## config.mk

```make
export PLATFORM = sky130hd
export DESIGN_NAME = branch_resolver
export DESIGN_NICKNAME = d
export VERILOG_FILES = /design/src/rtl/branch_resolver.sv
export SDC_FILE = /design/constraint.sdc
export NUM_CORES = 1
export LEC_CHECK = 0
export ABC_AREA = 0
export CAP_MARGIN = 5
export CORE_MARGIN = 5
export CORE_UTILIZATION = 25
export CTS_CLUSTER_DIAMETER = 50
export DETAILED_ROUTE_END_ITERATION = 6
export MAX_ROUTING_LAYER = met4
export PLACE_DENSITY_LB_ADDON = 0.3
export SETUP_SLACK_MARGIN = 0.2
export SYNTH_ARGS = -nofsm -noshare
export SYNTH_HDL_FRONTEND = slang
export SYNTH_SLANG_ARGS = --single-unit
```

## constraint.sdc

```tcl
create_clock -name clk -period 2.4 [get_ports clk]
set_clock_uncertainty 0.1 [all_clocks]
set_input_delay 0.36 -clock clk [delete_from_list [all_inputs] [get_ports clk]]
set_output_delay 0.36 -clock clk [all_outputs]
set_load 0.02 [all_outputs]
```

## src/rtl/branch_resolver.sv

```systemverilog
// Branch/jump resolver: detects EX-stage mispredicts and drives a redirect + IF/ID flush (optional counters: BR_RESOLVER_STATS_EN).
// Latency: mispredict in EX on cycle N -> redirect_valid on cycle N+1; all outputs registered.
// Backpressure: redirect_pc held stable with EX stalled until redirect_ready; flush then holds FLUSH_CYCLES cycles.
module branch_resolver #(
    parameter int FLUSH_CYCLES = 2
) (
    input  logic        clk,
    input  logic        rst,
    input  logic        ex_valid,
    input  logic        ex_is_branch,
    input  logic        ex_cond_true,
    input  logic [31:0] ex_pc,
    input  logic [31:0] ex_imm,
    input  logic [31:0] ex_jump_target,
    input  logic        ex_pred_taken,
    input  logic [31:0] ex_pred_target,
    output logic        redirect_valid,
    output logic [31:0] redirect_pc,
    input  logic        redirect_ready,
    output logic        flush,
    output logic        stall_ex
`ifdef BR_RESOLVER_STATS_EN
    ,
    output logic [31:0] stat_branches,
    output logic [31:0] stat_mispredicts
`endif
);

    typedef enum logic [1:0] {
        IDLE,
        REDIRECT,
        FLUSH
    } state_t;

    state_t      state, state_nxt;
    logic [2:0]  cnt, cnt_nxt;
    logic [31:0] pc_nxt;
    logic        taken;
    logic [31:0] actual_tgt;
    logic        mispredict;
    logic [31:0] correct_pc;

    // Jump targets from JALR may carry bit0 set; it is always dropped.
    assign taken      = ex_is_branch ? ex_cond_true : 1'b1;
    assign actual_tgt = ex_is_branch ? (ex_pc + ex_imm) : {ex_jump_target[31:1], 1'b0};
    assign mispredict = (taken != ex_pred_taken) ||
                        (taken && ex_pred_taken && (actual_tgt != ex_pred_target));
    assign correct_pc = taken ? actual_tgt : (ex_pc + 32'd4);

    always_comb begin
        state_nxt = state;
        cnt_nxt   = cnt;
        pc_nxt    = redirect_pc;
        case (state)
            IDLE: begin
                if (ex_valid && mispredict) begin
                    state_nxt = REDIRECT;
                    pc_nxt    = correct_pc;
                end
            end
            REDIRECT: begin
                if (redirect_ready) begin
                    if (FLUSH_CYCLES == 0) begin
                        state_nxt = IDLE;
                        cnt_nxt   = 3'd0;
                    end else begin
                        state_nxt = FLUSH;
                        cnt_nxt   = 3'(FLUSH_CYCLES);
                    end
                end
            end
            FLUSH: begin
                if (cnt <= 3'd1) begin
                    state_nxt = IDLE;
                    cnt_nxt   = 3'd0;
                end else begin
                    cnt_nxt = cnt - 3'd1;
                end
            end
            default: begin
                state_nxt = IDLE;
                cnt_nxt   = 3'd0;
            end
        endcase
    end

    always_ff @(posedge clk or posedge rst) begin
        if (rst) begin
            state          <= IDLE;
            cnt            <= 3'd0;
            redirect_pc    <= 32'd0;
            redirect_valid <= 1'b0;
            stall_ex       <= 1'b0;
            flush          <= 1'b0;
        end else begin
            state          <= state_nxt;
            cnt            <= cnt_nxt;
            redirect_pc    <= pc_nxt;
            redirect_valid <= (state_nxt == REDIRECT);
            stall_ex       <= (state_nxt == REDIRECT);
            flush          <= (state_nxt != IDLE);
        end
    end

`ifdef BR_RESOLVER_STATS_EN
    always_ff @(posedge clk or posedge rst) begin
        if (rst) begin
            stat_branches    <= 32'd0;
            stat_mispredicts <= 32'd0;
        end else if (state == IDLE && ex_valid) begin
            stat_branches <= stat_branches + 32'd1;
            if (mispredict)
                stat_mispredicts <= stat_mispredicts + 32'd1;
        end
    end
`endif

endmodule

```

==> results_dict.tcl, run 1 <==
set metrics [dict create \
    outcome "finished with violations" \
    violations "negative setup slack" \
    cts_tree "yes" \
    synth_top_cell_area_share_pct 15.25 \
    fmaxAchievable_mhz 247.5 \
    grtUsageTotal_pct 20.56 \
    synthCells 843 \
    peakVddDrop_mv 0.5713 \
    ys.flop_type "dfrtp_1" \
    ant_nets 0 \
    arrival_ns 4.10 \
    totalWireLength_um 30780 \
    powerDensity_nw_per_um2 534.3 \
    cts_max_path_buffers 2 \
    cts_buffers 5 \
    avgRoutedWirePerCell_um 18.95 \
    drive_gt1_share_pct 37.02 \
    grt_overflow 0 \
    r2r_start "state[1]" \
    htreeDepth 2 \
    drt_first_pass_iters 5 \
    final_nets 1468 \
    final_area_um2 11820 \
    relSlewSlack_pct 63.58 \
    grt_pass1_wl_um 45250 \
    synth_warnings 0 \
    ios 170 \
    die_y_um 170 \
    postSynth.asyncResetShare_pct 100.0 \
    setup_viol 36 \
    cp-start-kind "input pin" \
    drtIter0Drc 558 \
    hold_path.class "reg2reg" \
    dpl_cell_area_um2 10480 \
    hold_viol_final 0 \
    cp.required_ns 2.46 \
    yosysSeqAreaShare_pct 15.25 \
    layout.cells.non_filler 1624 \
    end_kind "register" \
    hold_path_startpoint "cnt[1]" \
    io_buffers 168 \
    rsz0062_at_grt "true" \
    fin_worst_hold_slack_ns 0.3786 \
    vias_per_cell 5.065 \
    synth_fp_nets 1018 \
    areaGrowthSynthToFinish_pct 84.63 \
    syn_area_per_cell_um2 7.592 \
    path_class "in2reg" \
    dieArea_um2 28900 \
    tightest_slew_ns 0.5426 \
    final_common_cell "buf_4" \
    num_vias 8226 \
    final_util_pct 46.92 \
    drc 0 \
    worstSkewPairLatency_ns 0.27 \
    syn_area_um2 6400 \
    synth.distinct_cells 86 \
    grt_max_degree 40 \
    post-route-period-util_pct 168.4 \
    setup_slack_ns -1.641 \
    die_w_um 170 \
    n_antenna_cell 0 \
    period_needed_ns 4.041 \
    gp_congestion 0.9489 \
    ys_ff_latch 39 \
    start_util_pct 25.41 \
    synthTopCellsByArea "dfrtp_1, ha_1, xnor2_1, xor2_1, a21oi_1" \
    detailed_place_hpwl_um 25690 \
    grt_antenna_before_repair 0 \
    clock-sinks 39 \
    dp_cells 1565 \
    clk_pin_slew_ns 0.05 \
    layout_common_cells "buf_4, clkdlybuf4s50_1, nand2_1" \
    synth_edf_count 0 \
    core-area_um2 25180 \
    path_max_fanout 8 \
    rows 58 \
    grt_pass1_vias 8058 \
    crit_path_start "ex_imm[17]" \
    final_max_slew_viol_count 0 \
    synth_top_area_cell "dfrtp_1" \
    max_cap_violations 0 \
    root_buffer "clkbuf_16" \
    leakagePower_nw 5.180 \
]
timing repair:
action                                  in CTS  in global routing
setup buffers                               32                 17
gates cloned                                 2                  0
pin swaps                                   43                 60
endpoints found under the setup margin      36                 36
hold buffers                                 0                  0
resized for setup                          171                 71
worst max-delay path, cell delays in order:
cell and delay (ns):
dlygate4sd2_1 0.26, ha_4 0.29, nand4_1 0.14, buf_4 0.17, or2_4 0.23, a21oi_2 0.16, and2_4 0.19, o2111ai_1 0.13
or4_4 0.55, or4_4 0.44, a2111oi_4 0.29, a31oi_4 0.14, nand2_4 0.09, buf_6 0.11, buf_6 0.10, buf_16 0.13
mux2_4 0.30
layer usage:
| layer | track usage, % | share of wire, % |
|---|---|---|
| met1 | 28.44 | 46 |
| met2 | 31.95 | 45 |
| met3 | 2.253 | 6.3 |
| met4 | 5.625 | 3.0 |
| met5 | - | 0 |
final timing paths:
| path | to | slack [ns] | cells after the start |
|---|---|---|---|
| worst max-delay path | redirect_pc[17] | -1.64 | 17 |
| worst min-delay path | cnt[1] | 0.38 | 2 |
| worst max register to register | stall_ex | 0.26 | 6 |
| worst min register to register | cnt[1] | 0.38 | 2 |
| max in group asynchronous | flush | 1.44 | 3 |
| min in group asynchronous | redirect_pc[27] | 0.40 | 3 |
per-stage QoR:
| stage | setup WS (ns) | TNS (ns) | power (mW) |
|---|---|---|---|
| CTS | -1.817 | -62.85 | 6.172 |
| detailed placement | -2.307 | -80.81 | 4.949 |
| finish | -1.641 | -56.73 | 6.313 |
| floorplan | -1.523 | -52.06 | 3.034 |
| global route | -1.716 | -59.58 | 6.676 |
| global placement | -2.280 | -80.01 | 4.915 |
cell usage after synthesis (all sizes together), types with 3 or more instances:
cell type / n
a32oi: 3
xor2: 50
a21oi: 80
nand2b: 4
buf: 17
o21ai: 45
a211o: 6
mux2: 33
o31ai: 7
a2111oi: 4
nor2b: 12
nor4: 5
a211oi: 16
ha: 39
or2: 3
mux2i: 7
and2: 5
and3: 13
nand2: 78
clkbuf: 30
a21o: 10
inv: 28
o22ai: 7
o211a: 3
or3: 5
a31oi: 8
nor2: 62
nand3b: 6
nand3: 26
dfrtp: 39
xnor2: 51
or4: 6
nand4: 25
o21a: 14
and4: 4
o211ai: 10
nor3: 32
a221oi: 3
o221ai: 4
o2111ai: 4
power breakdown:
group          internal, mW  leakage [nW]  switching, mW  total [mW]
Sequential            0.973         0.467          0.211        1.18
Combinational          2.43          4.64           2.08        4.51
Clock                 0.384        0.0679          0.237       0.621
Total                  3.78          5.18           2.53        6.31
kinds of logic after synthesis:
logic type                 count (synthesis)  synth area share, %
AOI/OAI and AO/OA                        251                26.88
xor gates and xnor gates                 104                14.90
adders and majority gates                 41                8.094
buffers and inverters                     75                5.122
DFF                                       39                15.25
muxes                                     40                6.901
and+or+nand+nor                          293                22.85
state kept, by name (all words and copies together) (netlist names):
register,flops
stall_ex,1
state,2
cnt,3
flush,1
redirect_pc,32
area by class of cell:
class / count / area, um^2
Tap cell: 330 / 412.9
Inverter: 28 / 105.1
Multi-Input combinational cell: 729 / 5937
Clock inverter: 1 / 5.005
Sequential cell: 39 / 975.9
Clock buffer: 7 / 132.6
Fill cell: 2415 / 13370
Timing Repair Buffer: 490 / 4248
Note: power is estimated with default switching activity, not from simulation.
==> run 2: changes to the inputs <==
--- a/config.mk
+++ b/config.mk
@@ -8,8 +8,8 @@
 export ABC_AREA = 0
 export CAP_MARGIN = 5
 export CORE_MARGIN = 5
-export CORE_UTILIZATION = 25
-export CTS_CLUSTER_DIAMETER = 50
+export CORE_UTILIZATION = 40
+export CTS_CLUSTER_SIZE = 12
 export DETAILED_ROUTE_END_ITERATION = 6
 export MAX_ROUTING_LAYER = met4
 export PLACE_DENSITY_LB_ADDON = 0.3
==> run 2 against run 1 <==
  * The flow still finishes with violations (negative setup slack)
  * Die area fell by 36%
  * Cell area fell by 2.6%
  * First-iteration DRC count rose by 23%
  * Register-to-register slack improved by 0.07 ns
  * Largest cell class unchanged
  * Highest routed layer unchanged
==> results_dict.tcl, run 2 (synthesis gave the netlist of run 1 again) <==
set metrics [dict create \
    whs_path_depth 4 \
    violations "negative setup slack" \
    post-route-period-util_pct 163.9 \
    hold_path.class "in2reg" \
    layout_common_cells "buf_4, clkdlybuf4s50_1, nand2_1" \
    die_y_um 136.5 \
    drtIter0Drc 688 \
    detailed_place_hpwl_um 23950 \
    top_regs "redirect_pc (32), cnt (3), state (2)" \
    final_util_pct 72.95 \
    critical_path.max_stage_delay_ns 0.52 \
    path_cells "buf_6 -> ha_4 -> a211oi_4 -> o21ai_2 -> a211o_1 -> and2_4 -> a211o_1 -> or4_1 -> or4_4 -> a2111oi_4 -> a31oi_4 -> nand2_4 -> buf_12 -> mux2_1" \
    die_w_um 136.5 \
    largest_reg_flops 32 \
    num_vias 8435 \
    crit_buf_inv 2 \
    grt_antenna_before_repair 0 \
    final_common_cell "buf_4" \
    internal-power_mw 3.876 \
    ios 170 \
    grt_max_degree 40 \
    arrival_ns 4.00 \
    setup_viol 36 \
    seq_area_um2 975.9 \
    vias_per_cell 5.638 \
    combPwrFrac_pct 68.0 \
    grtUsageTotal_pct 31.47 \
    multiInputGateArea_um2 5921 \
    r2r_start "state[1]" \
    avgRoutedWirePerCell_um 20.01 \
    areaGrowthSynthToFinish_pct 79.77 \
    ant_nets 0 \
    io_buffers 168 \
    cp.required_ns 2.46 \
    worstSkewPairLatency_ns 0.29 \
    path_class "in2reg" \
    reg2reg_slack_ns 0.33 \
    clock-sinks 39 \
    r2r_end "stall_ex" \
    leakagePower_nw 5.050 \
    cp-start-kind "input pin" \
    relSlewSlack_pct 61.57 \
    outcome "finished with violations" \
    grt_pass1_vias 8319 \
    path_max_fanout 8 \
    fill_cells 1258 \
    rsz0062_at_grt "true" \
    hold_path_startpoint "ex_pc[0]" \
    grt_overflow 0 \
    seq_power_share_pct 18.7 \
    dieArea_um2 18630 \
    drive_gt1_share_pct 36.48 \
    crit_path_start "ex_pc[1]" \
    crit_path_frequent_cell "a211o_1" \
    period_needed_ns 3.935 \
    final_nets 1454 \
    cts_max_path_buffers 2 \
    start_util_pct 40.58 \
    power.share.clock_pct 13.3 \
    hold_path_end "redirect_pc[0]" \
    core-area_um2 15770 \
    hold_viol_final 0 \
    n_antenna_cell 0 \
    crit_family "compound AO/OA/AOI/OAI gates" \
    tightest_slew_ns 0.5704 \
    rows 46 \
    sw_frac_of_total_pct 40.04 \
    gp_congestion 1.033 \
    cp_slowest_cell "or4_1" \
    final_max_slew_viol_count 0 \
    max_cap_violations 0 \
    worst_r2r_path_depth 6 \
    fmaxAchievable_mhz 254.1 \
    root_buffer "clkbuf_16" \
    setup_slack_ns -1.535 \
    peakVddDrop_mv 0.4985 \
    fin_worst_hold_slack_ns 0.3725 \
    top_register "redirect_pc" \
    drt_first_pass_iters 5 \
    drc 0 \
    totalWireLength_um 29930 \
    powerDensity_nw_per_um2 561.9 \
    grt_pass1_wl_um 44530 \
    power_mw 6.464 \
    htreeDepth 2 \
    cts_buffers 5 \
    end_kind "register" \
    cts_tree "yes" \
    net-switching-power_mw 2.588 \
    clk_pin_slew_ns 0.06 \
]
[run 2: per-stage QoR]
| stage | std cells | setup slack (ns) | cell area [um^2] | TNS, ns |
|---|---|---|---|---|
| 2_1_floorplan | 843 | -1.523 | 6556 | -52.06 |
| 3_3_place_gp | 1464 | -2.224 | 10430 | -78.11 |
| 3_5_place_dp | 1464 | -2.256 | 10430 | -78.97 |
| 4_1_cts | 1488 | -1.487 | 11260 | -51.07 |
| 5_1_grt | 1496 | -1.614 | 11500 | -56.38 |
| 6_report | 1496 | -1.535 | 11500 | -53.53 |
[run 2: per-layer routing]
| layer | GRT usage [%] | routed length [um] |
|---|---|---|
| met1 | 42.48 | 12860 |
| met5 | - | 0 |
| met2 | 48.96 | 13760 |
| met3 | 3.787 | 2347 |
| met4 | 10.69 | 956 |
[run 2: power by group through the flow]
stage | Combinational [mW] | Sequential, mW | Clock, mW
floorplan | 1.54 | 1.49 | 0
global placement | 3.70 | 1.17 | 0
detailed placement | 3.77 | 1.18 | 0
CTS | 4.14 | 1.19 | 0.853
global route | 4.63 | 1.23 | 0.896
finish | 4.40 | 1.21 | 0.860
[run 2: tightest hold or removal path: cells and delay by family]
kind / cells / cell delay, ns
mux: 2 / 0.20
simple gates: 1 / 0.09
buf+inv: 1 / 0.08
[run 2: timing repair]
item / CTS / global route
hold buffers: 0 / 0
pin swaps: 43 / 24
gates resized for setup: 178 / 53
buffers inserted: 15 / 7
endpoints found under the setup margin: 36 / 36
cloned: 1 / 1
[run 2: layout make-up]
type                    instances  area share, %
multi-input cells             729          51.46
repair buffers                476          35.15
flip-flops and latches         39          8.483
well taps                     216          2.349
clock buffers                   6          1.120
inverters                      28         0.9135
clock inverters                 2         0.5220
[run 2: worst max path at each step]
stage / cells past startpoint / endpoint / slack (ns)
after detailed placement: 16 / redirect_pc[15] / -2.26
after floorplan: 14 / redirect_pc[11] / -1.52
after CTS: 15 / redirect_pc[2] / -1.49
after global routing: 15 / redirect_pc[8] / -1.61
final: 14 / redirect_pc[8] / -1.53
after global placement: 18 / redirect_pc[21] / -2.22
